==> config.mk <==
export PLATFORM = sky130hd
export DESIGN_NAME = mem_access_unit
export DESIGN_NICKNAME = d
export VERILOG_FILES = /design/src/rtl/mem_access_unit.sv
export SDC_FILE = /design/constraint.sdc
export NUM_CORES = 1
export LEC_CHECK = 0
export BUFFER_PORTS_ARGS = -buffer_cell sky130_fd_sc_hd__buf_4
export CAP_MARGIN = 40
export CORE_AREA = 2 2 113 115
export CTS_BUF_LIST = sky130_fd_sc_hd__clkbuf_16
export DETAILED_ROUTE_END_ITERATION = 6
export DIE_AREA = 0 0 115 117
export MAX_ROUTING_LAYER = met4
export PLACE_DENSITY = 0.76
export SLEW_MARGIN = 15
export SYNTH_ARGS = -nofsm -noshare
export SYNTH_HDL_FRONTEND = slang
export SYNTH_SLANG_ARGS = --single-unit
==> constraint.sdc <==
create_clock -name clock -period 2.8 [get_ports clock]
set_clock_uncertainty 0.2 [all_clocks]
set_input_delay 0.28 -clock clock [delete_from_list [all_inputs] [get_ports clock]]
set_output_delay 0.28 -clock clock [all_outputs]
set_load 0.01 [all_outputs]
==> src/rtl/mem_access_unit.sv <==
// MEM-stage data-memory access unit: aligns stores, extracts/extends loads, runs the
// req/ready handshake with a timeout, and registers the MEM/WB bundle.
module mem_access_unit #(
  parameter int          TIMEOUT = 16,
  parameter logic [31:0] PC_RST  = 32'h0000_3000
) (
  input  logic        clock,
  input  logic        reset,
  input  logic [31:0] ME_Alu_Result,
  input  logic [31:0] ME_NUM_B,
  input  logic [31:0] ME_PC,
  input  logic [4:0]  ME_WriteReg,
  input  logic [2:0]  ME_load_option,
  input  logic [1:0]  ME_save_option,
  input  logic        ME_WriteEnable,
  input  logic        ME_MemWrite,
  input  logic        ME_MemtoReg,
  output logic        dm_req,
  output logic        dm_we,
  output logic [31:0] dm_addr,
  output logic [3:0]  dm_be,
  output logic [31:0] dm_wdata,
  input  logic [31:0] dm_rdata,
  input  logic        dm_ready,
  output logic        mem_stall,
  output logic        WB_WriteEnable,
  output logic [4:0]  WB_WriteReg,
  output logic [31:0] WB_Data,
  output logic [31:0] WB_PC,
  output logic        addr_err,
  output logic        bus_err
);

  localparam int             CW   = $clog2(TIMEOUT + 1);
  localparam logic [CW-1:0]  TMAX = CW'(TIMEOUT);

  typedef enum logic {IDLE, WAIT} state_t;

  state_t        state_reg, state_next;
  logic [CW-1:0] cnt_reg, cnt_next;

  logic        is_store, is_load, acc, is_byte, is_half, misaligned;
  logic        in_wait, timeout_hit, complete, wb_take;
  logic [1:0]  a_lo;
  logic [7:0]  byte_sel;
  logic [15:0] half_sel;
  logic [31:0] load_data;

  assign a_lo     = ME_Alu_Result[1:0];
  assign is_store = ME_MemWrite;
  assign is_load  = ME_MemtoReg & ~ME_MemWrite;
  assign acc      = ME_MemWrite | ME_MemtoReg;

  // Access size comes from the store option for stores, else from the load option.
  always_comb begin
    is_byte = 1'b0;
    is_half = 1'b0;
    if (is_store) begin
      is_byte = (ME_save_option == 2'b01);
      is_half = (ME_save_option == 2'b10);
    end else begin
      case (ME_load_option)
        3'b001, 3'b010: is_byte = 1'b1;
        3'b011, 3'b100: is_half = 1'b1;
        default: ;
      endcase
    end
  end

  assign misaligned  = acc & ((is_half & a_lo[0]) | (~is_byte & ~is_half & (a_lo != 2'b00)));
  assign in_wait     = (state_reg == WAIT);
  assign timeout_hit = in_wait & ~dm_ready & (cnt_reg == TMAX);

  // Reset gating makes an in-flight request vanish the moment reset asserts.
  assign dm_req    = reset & ((~in_wait & acc & ~misaligned) | in_wait);
  assign dm_we     = dm_req & is_store;
  assign dm_addr   = {ME_Alu_Result[31:2], 2'b00};
  assign mem_stall = dm_req & ~dm_ready & ~timeout_hit;
  assign complete  = dm_req & dm_ready;
  assign wb_take   = (~in_wait & ~acc) | complete;

  always_comb begin
    dm_be    = 4'b1111;
    dm_wdata = ME_NUM_B;
    if (is_byte) begin
      dm_wdata = {4{ME_NUM_B[7:0]}};
    end else if (is_half) begin
      dm_wdata = {2{ME_NUM_B[15:0]}};
    end
    if (is_store && is_byte) begin
      dm_be = 4'b0001 << a_lo;
    end else if (is_store && is_half) begin
      dm_be = a_lo[1] ? 4'b1100 : 4'b0011;
    end
  end

  always_comb begin
    case (a_lo)
      2'd0:    byte_sel = dm_rdata[7:0];
      2'd1:    byte_sel = dm_rdata[15:8];
      2'd2:    byte_sel = dm_rdata[23:16];
      default: byte_sel = dm_rdata[31:24];
    endcase
    half_sel = a_lo[1] ? dm_rdata[31:16] : dm_rdata[15:0];
    case (ME_load_option)
      3'b001:  load_data = {{24{byte_sel[7]}}, byte_sel};
      3'b010:  load_data = {24'd0, byte_sel};
      3'b011:  load_data = {{16{half_sel[15]}}, half_sel};
      3'b100:  load_data = {16'd0, half_sel};
      default: load_data = dm_rdata;
    endcase
  end

  always_comb begin
    state_next = state_reg;
    cnt_next   = cnt_reg;
    case (state_reg)
      IDLE: begin
        if (dm_req && !dm_ready) begin
          state_next = WAIT;
          cnt_next   = CW'(1);
        end
      end
      WAIT: begin
        if (dm_ready || timeout_hit) begin
          state_next = IDLE;
          cnt_next   = '0;
        end else begin
          cnt_next = cnt_reg + CW'(1);
        end
      end
      default: begin
        state_next = IDLE;
        cnt_next   = '0;
      end
    endcase
  end

  always_ff @(posedge clock or negedge reset) begin
    if (!reset) begin
      state_reg <= IDLE;
      cnt_reg   <= '0;
    end else begin
      state_reg <= state_next;
      cnt_reg   <= cnt_next;
    end
  end

  // Anything that is not a completion leaves a bubble in WB.
  always_ff @(posedge clock or negedge reset) begin
    if (!reset) begin
      WB_WriteEnable <= 1'b0;
      WB_WriteReg    <= '0;
      WB_Data        <= '0;
      WB_PC          <= PC_RST;
      addr_err       <= 1'b0;
      bus_err        <= 1'b0;
    end else begin
      addr_err <= 1'b0;
      bus_err  <= 1'b0;
      if (wb_take) begin
        WB_WriteEnable <= ME_WriteEnable;
        WB_WriteReg    <= ME_WriteReg;
        WB_PC          <= ME_PC;
        WB_Data        <= is_load ? load_data : ME_Alu_Result;
      end else if (!in_wait && misaligned) begin
        WB_WriteEnable <= 1'b0;
        WB_PC          <= ME_PC;
        addr_err       <= 1'b1;
      end else if (timeout_hit) begin
        WB_WriteEnable <= 1'b0;
        bus_err        <= 1'b1;
      end else begin
        WB_WriteEnable <= 1'b0;
      end
    end
  end

endmodule

==> results.toml, run 1 <==
[worst_setup_path]
crit_slowest_cell = "or3b_4"
r2r-end = "WB_PC[0]"
critPathMostFrequentCell = "buf_4"
cp-start-kind = "input port"
criticalPathCategory = "in2out"
critPathRequiredTime_ps = 2320
worst-r2r-cell-count = 6
cp_max_fo = 10
critPathArrivalTime_ps = 1930
r2r_start = "in_wait"
regToRegSetupSlack_ps = 490
endpoint_kind = "output port"
cp_slowest_stage_delay_ps = 440
worstPathCellList = "buf_4 -> or3b_4 -> a21oi_4 -> nor3_4 -> o21ai_4 -> nand2_1 -> nor3b_1 -> buf_4"

[placement]
placedCellCount = 863
place_ws_ps = 179.9
placed_area_um2 = 7054
portBuffers = 284
globalplace.congestion = 0.9857
hpwl_um = 12610

[floorplanning]
initial_core_util_pct = 41.04
fp.coreArea_um2 = 12310
ios = 287
die_height_um = 117
rows = 41
die_w_um = 115
die-area_um2 = 13460

[layout]
nets = 910
reg_top3 = "WB_Data: 32 flops, WB_PC: 32 flops"
syn2layout_area_growth_pct = 53.81
multi_input_comb_area_um2 = 2551
design_area_um2 = 7771
final_layout_size_suffix_gt1_share_pct = 53.58
post-route-util_pct = 63.12
final_cell_mix = "296 x buf_4, 76 x dfrtp_1, 49 x mux2_4"
final_common_cell = "buf_4"
instances_no_fill = 920
seq_area_um2 = 1954
nFillCells = 986

[cts]
post_cts_buffers = 0
cts_root_buf = "clkbuf_16"
cts_resized = 0
cts_buffer_depth = 2
cts_buffers = 9
clkTransAtPathRegs_ps = 60
cts_tree = "built"
htreeDepth = 3
clock-sinks = 78
clock_latency_ps = 330

[run_status]
status = "finished clean"

[global_routing]
use_met2_pct = 41.53
grtUsageTotal_pct = 24.90
grtUsageMet1_pct = 30.15
busiest_layer = "met2"
grt_max_degree = 62
grt_pass1_vias = 4783
grt_overflow = 0
grt_pass1_wl_um = 25270
use_met3_pct = 6.076
antenna_found_initial = 1

[timing]
setup_ws_ps = 390.4
finalSetupTns_ps = 0
worst_pin_slew_ps = 695.1
drv_slew = 0
max_clock_freq_mhz = 415.0
finalHoldViolCount = 0
finalCriticalPeriod_ps = 2410
slew_headroom_pct = 53.66
fin_hold_ws_ps = 103.8
rsz0062_at_grt = "no"
finalCritPeriodShare_pct = 86.06
setup_violations = 0

[power_and_ir_drop]
p_per_area_nw_per_um2 = 591.6
p_leak_nw = 3.799
finalPower_mw = 4.598
ir_drop_v = 0.0003715

[synth]
ys_ff_latch = 78
async_reset_ff_share_pct = 100.0
synth_edf_count = 0
synth_cell_types = 53
yosysWarnings = 0
synthCells = 478
synth_seq_area_share_pct = 38.68
synth_top_area_share_pct = 37.64
synth_top_cell_by_area = "dfrtp_1"
synth.avg_cell_area_um2 = 10.57
synth_area_leaders = "dfrtp_1 38%, mux2_4 15%, buf_4 6.2%"
synth-main-ff-cell = "dfrtp_1"
syn_area_um2 = 5052

[route]
vias = 4797
wl_per_cell_um = 18.32
wl_um = 16860
first_iter_violations = 309
first_pass_iters = 6
drtAntennaViolNets = 0
vias_per_cell = 5.214
drc = 0

[worst_hold_path]
worstHoldPathType = "in2reg"
hp-start = "ME_Alu_Result[3]"
holdPathEnd = "WB_Data[3]"
worstHoldPathCells = 4

[flow_run]
drv_cap = 0
## cell type report
| type | count | area share [%] |
|---|---|---|
| Antenna cell | 1 | 0.03220 |
| Clock buffer | 9 | 2.898 |
| Clock inverter | 7 | 1.143 |
| Inverter | 19 | 0.9177 |
| Multi-Input combinational cell | 317 | 32.83 |
| Sequential cell | 78 | 25.15 |
| Tap cell | 150 | 2.415 |
| Timing Repair Buffer | 339 | 34.62 |
## power by group
| part | switching, mW | internal (mW) | leakage (nW) |
|---|---|---|---|
| clock | 0.467 | 0.776 | 0.159 |
| sequential | 0.184 | 1.39 | 0.923 |
| combinational | 0.753 | 1.02 | 2.72 |
## synth_stat cells (8+ instances only)
library cell  instances
a222oi_1             13
dfrtp_1              76
mux2_2               28
mux4_2                8
nor2_1               48
o21ai_0              28
inv_1                17
mux2_4               49
buf_4                42
a21oi_1              41
nand2_1              43
clkbuf_1             10
## cells by family after synthesis
family | share of synthesized area [%]
buf+inv | 10.97
xor+xnor | 0.6688
other cells | 0.07422
compound gates | 14.76
fa+ha+maj | 0.4952
flops | 38.68
mux | 24.57
simple gates | 9.782
## what timing repair did
action,CTS,global route
endpoints found under the hold margin,59,0
endpoints found under the setup margin,0,0
hold buffers,40,0
## worst max-delay path by stage
stage	startpoint	endpoint	cells after the start
after floorplan	ME_load_option[0]	WB_Data[14]	10
after global placement	ME_load_option[1]	WB_Data[10]	9
after detailed placement	ME_load_option[1]	WB_Data[31]	9
after CTS	ME_load_option[1]	mem_stall	8
after global routing	ME_load_option[1]	mem_stall	8
final	ME_load_option[1]	mem_stall	8
## critical path: cells and delay by family
family,cells,cell delay [ps]
buf+inv,2,300
compound gates,2,450
simple gates,4,880
## layer usage
layer | wire length [um] | up-vias
met3 | 1325 | 21
met4 | 281 | 0
met2 | 8523 | 237
met5 | 0 | -
li1 | - | 2243
met1 | 6727 | 2296
(Power assumes the default switching activity.)
==> run 2, diff against run 1 <==
--- a/config.mk
+++ b/config.mk
@@ -11,9 +11,10 @@
 export CTS_BUF_LIST = sky130_fd_sc_hd__clkbuf_16
 export DETAILED_ROUTE_END_ITERATION = 6
 export DIE_AREA = 0 0 115 117
+export GPL_TIMING_DRIVEN = 0
 export MAX_ROUTING_LAYER = met4
 export PLACE_DENSITY = 0.76
-export SLEW_MARGIN = 15
+export SLEW_MARGIN = 20
 export SYNTH_ARGS = -nofsm -noshare
 export SYNTH_HDL_FRONTEND = slang
 export SYNTH_SLANG_ARGS = --single-unit
==> results.toml, run 2 (synthesis gave the netlist of run 1 again) <==
[timing]
finalCriticalPeriod_ps = 2587
finalSetupTns_ps = 0
drv_slew = 0
finalCritPeriodShare_pct = 92.38
setup_ws_ps = 213.5
max_clock_freq_mhz = 386.6
finalHoldViolCount = 0
slew_headroom_pct = 50.23
rsz0062_at_grt = "no"
fin_hold_ws_ps = 95.74
worst_pin_slew_ps = 746.5
setup_violations = 0

[layout]
multi_input_comb_area_um2 = 2547
final_common_cell = "buf_4"
seq_area_um2 = 1954
reg_top3 = "WB_Data: 32 flops, WB_PC: 32 flops"
design_area_um2 = 8066
nets = 957
antenna_cells = 0
syn2layout_area_growth_pct = 59.66
final_layout_size_suffix_gt1_share_pct = 54.41
nFillCells = 977
final_cell_mix = "322 x buf_4, 76 x dfrtp_1, 49 x mux2_4"
post-route-util_pct = 65.52
instances_no_fill = 966

[cts]
clock_latency_ps = 340
post_cts_buffers = 0
cts_root_buf = "clkbuf_16"
cts_buffers = 9
clock-sinks = 78
htreeDepth = 3
clkTransAtPathRegs_ps = 60
cts_buffer_depth = 2
cts_tree = "built"

[worst_setup_path]
criticalPathCategory = "in2reg"
r2r_start = "in_wait"
regToRegSetupSlack_ps = 610
worst-r2r-cell-count = 6
setup.worst_path.end = "WB_PC[14]"
r2r-end = "WB_PC[14]"
critPathArrivalTime_ps = 2610
critPathRequiredTime_ps = 2830
endpoint_kind = "flop"
cp_max_fo = 54
cp-start-kind = "input port"
cp-startpoint = "reset"

[floorplanning]
fp.coreArea_um2 = 12310
die-area_um2 = 13460
die_height_um = 117
ios = 287
rows = 41
die_w_um = 115
initial_core_util_pct = 41.04

[placement]
hpwl_um = 13440
place_ws_ps = -37.68
portBuffers = 280
globalplace.congestion = 0.9041
placed_area_um2 = 7373
placedCellCount = 910

[global_routing]
grt_overflow = 0
grt_pass1_wl_um = 26940
grt_pass1_vias = 5130
antenna_found_initial = 0
grtUsageTotal_pct = 26.77
grt_max_degree = 55

[route]
wl_um = 17930
first_iter_violations = 343
vias = 5070
drtAntennaViolNets = 0
drc = 0
wl_per_cell_um = 18.56
vias_per_cell = 5.248
first_pass_iters = 6

[worst_hold_path]
worstHoldPathType = "in2reg"

[power_and_ir_drop]
finalPower_mw = 4.591
p_per_area_nw_per_um2 = 569.1
ir_drop_v = 0.0004166
p_leak_nw = 3.972

[run_status]
status = "finished clean"

[flow_run]
drv_cap = 0
## run 2: power by group
| group | leakage (nW) | switching (mW) | internal (mW) | total, mW |
|---|---|---|---|---|
| Clock | 0.144 | 0.486 | 0.686 | 1.17 |
| Combinational | 2.90 | 0.787 | 1.07 | 1.85 |
| Sequential | 0.923 | 0.172 | 1.39 | 1.56 |
| Total | 3.97 | 1.44 | 3.15 | 4.59 |
## run 2: worst min-delay path by stage
stage / from / to / slack, ps / cells after the start
after global placement: dm_ready / bus_err / 280 / 2
final: ME_Alu_Result[3] / WB_Data[3] / 100 / 4
after global routing: ME_Alu_Result[4] / WB_Data[4] / 90 / 4
after floorplan: reset / WB_Data[0] / -220 / 0
after detailed placement: reset / WB_Data[23] / 60 / 1
after CTS: ME_Alu_Result[3] / WB_Data[3] / 90 / 4
## run 2: timing repair
item                                    4_1_cts  5_1_grt
gates resized for setup                       0        2
hold buffers                                 40        0
endpoints found under the hold margin        70        0
endpoints found under the setup margin        0        1
## run 2: cell type report
class | count | area share, %
Inverter | 19 | 0.8841
Clock inverter | 7 | 0.8221
Buffer | 65 | 6.003
Clock buffer | 9 | 2.792
Tap cell | 150 | 2.327
Timing Repair Buffer | 321 | 31.36
Sequential cell | 78 | 24.23
Multi-Input combinational cell | 317 | 31.58
## run 2: per-layer routing
layer | share of wire, % | track usage (%)
met1 | 39 | 31.85
met2 | 50 | 44.86
met3 | 8.0 | 7.467
met4 | 2.2 | 7.309
met5 | 0 | -
## run 2: critical path, stage by stage
cell and delay [ps]:
dlygate4sd3_1 540, buf_4 280, buf_16 280, a21oi_1 330, and2_1 190, buf_4 160
buf_6 190, mux2_4 320
==> run 3, diff against run 2 <==
==> config.mk (replaced) <==
export PLATFORM = sky130hd
export DESIGN_NAME = mem_access_unit
export DESIGN_NICKNAME = d
export VERILOG_FILES = /design/src/rtl/mem_access_unit.sv
export SDC_FILE = /design/constraint.sdc
export NUM_CORES = 1
export LEC_CHECK = 0
export CAP_MARGIN = 40
export CORE_AREA = 2 2 110 112
export CTS_BUF_LIST = sky130_fd_sc_hd__clkbuf_16
export DETAILED_ROUTE_END_ITERATION = 6
export DIE_AREA = 0 0 112 114
export DONT_BUFFER_PORTS = 1
export GPL_TIMING_DRIVEN = 1
export MAX_ROUTING_LAYER = met4
export SLEW_MARGIN = 20
export SYNTH_ARGS = -nofsm -noshare
export SYNTH_HDL_FRONTEND = slang
export SYNTH_SLANG_ARGS = --single-unit
==> results.toml, run 3 (synthesis gave the netlist of run 1 again) <==
[global_routing]
antenna_found_initial = 0
grt_overflow = 0
grt_max_degree = 81
grt_pass1_wl_um = 21250
grtUsageTotal_pct = 22.31
grt_pass1_vias = 3730

[timing]
finalCritPeriodShare_pct = 90.33
max_clock_freq_mhz = 395.4
rsz0062_at_grt = "no"
slew_headroom_pct = 48.83
finalCriticalPeriod_ps = 2529
fin_hold_ws_ps = 27.41
finalSetupTns_ps = 0
drv_slew = 0
worst_pin_slew_ps = 764.8
finalHoldViolCount = 0
setup_violations = 0

[worst_setup_path]
cp_slowest_stage_delay_ps = 730
cp_max_fo = 80
cp_top_family = "buffers and inverters"
endpoint_kind = "output port"
r2r_start = "in_wait"
worst-r2r-cell-count = 5
cp-start-kind = "input port"
r2r-end = "WB_Data[5]"
criticalPathCategory = "in2out"
critPathArrivalTime_ps = 2050
worstPathCellList = "dlygate4sd3_1 -> buf_16 -> nand2_1 -> nor3b_1"
crit_slowest_cell = "dlygate4sd3_1"
path_buf_inv = 2
critPathRequiredTime_ps = 2320
regToRegSetupSlack_ps = 430

[cts]
cts_buffers = 9
clock_latency_ps = 330
htreeDepth = 3
cts_buffer_depth = 2
post_cts_buffers = 0
cts_root_buf = "clkbuf_16"
clock-sinks = 78
clkTransAtPathRegs_ps = 60
cts_tree = "built"

[layout]
multi_input_comb_area_um2 = 2551
final_common_cell = "dfrtp_1"
nFillCells = 1048
syn2layout_area_growth_pct = 11.74
reg_top3 = "WB_Data: 32 flops, WB_PC: 32 flops"
seq_area_um2 = 1954
final_layout_size_suffix_gt1_share_pct = 25.41
nets = 625
final_cell_mix = "76 x dfrtp_1, 49 x mux2_4, 48 x nor2_1"
antenna_cells = 0

[worst_hold_path]
hp-start = "reset"
worstHoldPathCells = 2
holdPathEnd = "cnt_reg[4]"
worstHoldPathType = "in2reg"

[power_and_ir_drop]
p_per_area_nw_per_um2 = 703.8
p_leak_nw = 2.425
ir_drop_v = 0.0003461

[route]
vias_per_cell = 5.902
drtAntennaViolNets = 0
first_iter_violations = 344
vias = 3724
dr_wl_met2_um = 6764
top_layer = "met4"
drt-met1-wl_um = 5714
drc = 0
met3_wirelength_um = 1536
wl_per_cell_um = 22.66
first_pass_iters = 6
wl_um = 14300

[floorplanning]
die-area_um2 = 12770
initial_core_util_pct = 43.14
fp.coreArea_um2 = 11710
rows = 40
die_w_um = 112
ios = 287
die_height_um = 114

[placement]
portBuffers = 0
hpwl_um = 10360
globalplace.congestion = 0.9616

[flow_run]
drv_cap = 0

[run_status]
status = "finished clean"
run 3: repair_timing:
action / CTS / global route
gates resized for setup: 0 / 0
hold buffers: 44 / 0
endpoints found under the hold margin: 122 / 0
run 3: final cells by class:
type | count | share of cell area (%)
clock buffers | 9 | 3.989
clock inverters | 7 | 2.017
inverters | 19 | 1.263
multi-input cells | 317 | 45.19
flip-flops and latches | 78 | 34.62
well taps | 147 | 3.258
repair buffers | 54 | 9.663
run 3: per-layer routing:
| layer | track usage, % | vias to the layer above |
|---|---|---|
| li1 | - | 1673 |
| met1 | 27.65 | 1789 |
| met2 | 34.95 | 238 |
| met3 | 7.758 | 24 |
| met4 | 6.341 | 0 |
| met5 | - | - |
run 3: power by group:
part           leakage, nW  internal, mW  switching [mW]
Sequential           0.923          1.39           0.358
Clock                0.163         0.866           0.464
Combinational         1.34         0.513           0.379
Total                 2.43          2.77            1.20
run 3: stage by stage:
step,area (um2),setup slack (ps),util (%),total power [mW],cells
floorplan,5056,374.9,-,2.471,479
global placement,4841,358.3,41.34,2.550,570
detailed placement,4841,285.0,41.34,2.577,570
CTS,5638,248.8,48.14,4.000,630
global route,5645,153.9,48.21,4.162,631
finish,5645,270.7,48.21,3.973,631
run 3: how the worst max path moves through the flow:
stage          slack, ps  depth (start not counted)              start          end
2_1_floorplan        370                         10  ME_load_option[0]  WB_Data[14]
3_3_place_gp         360                          8  ME_load_option[1]   WB_Data[5]
3_5_place_dp         290                          8  ME_load_option[1]   WB_Data[5]
4_1_cts              250                          4              reset    mem_stall
5_1_grt              150                          4              reset    mem_stall
6_report             270                          4              reset    mem_stall
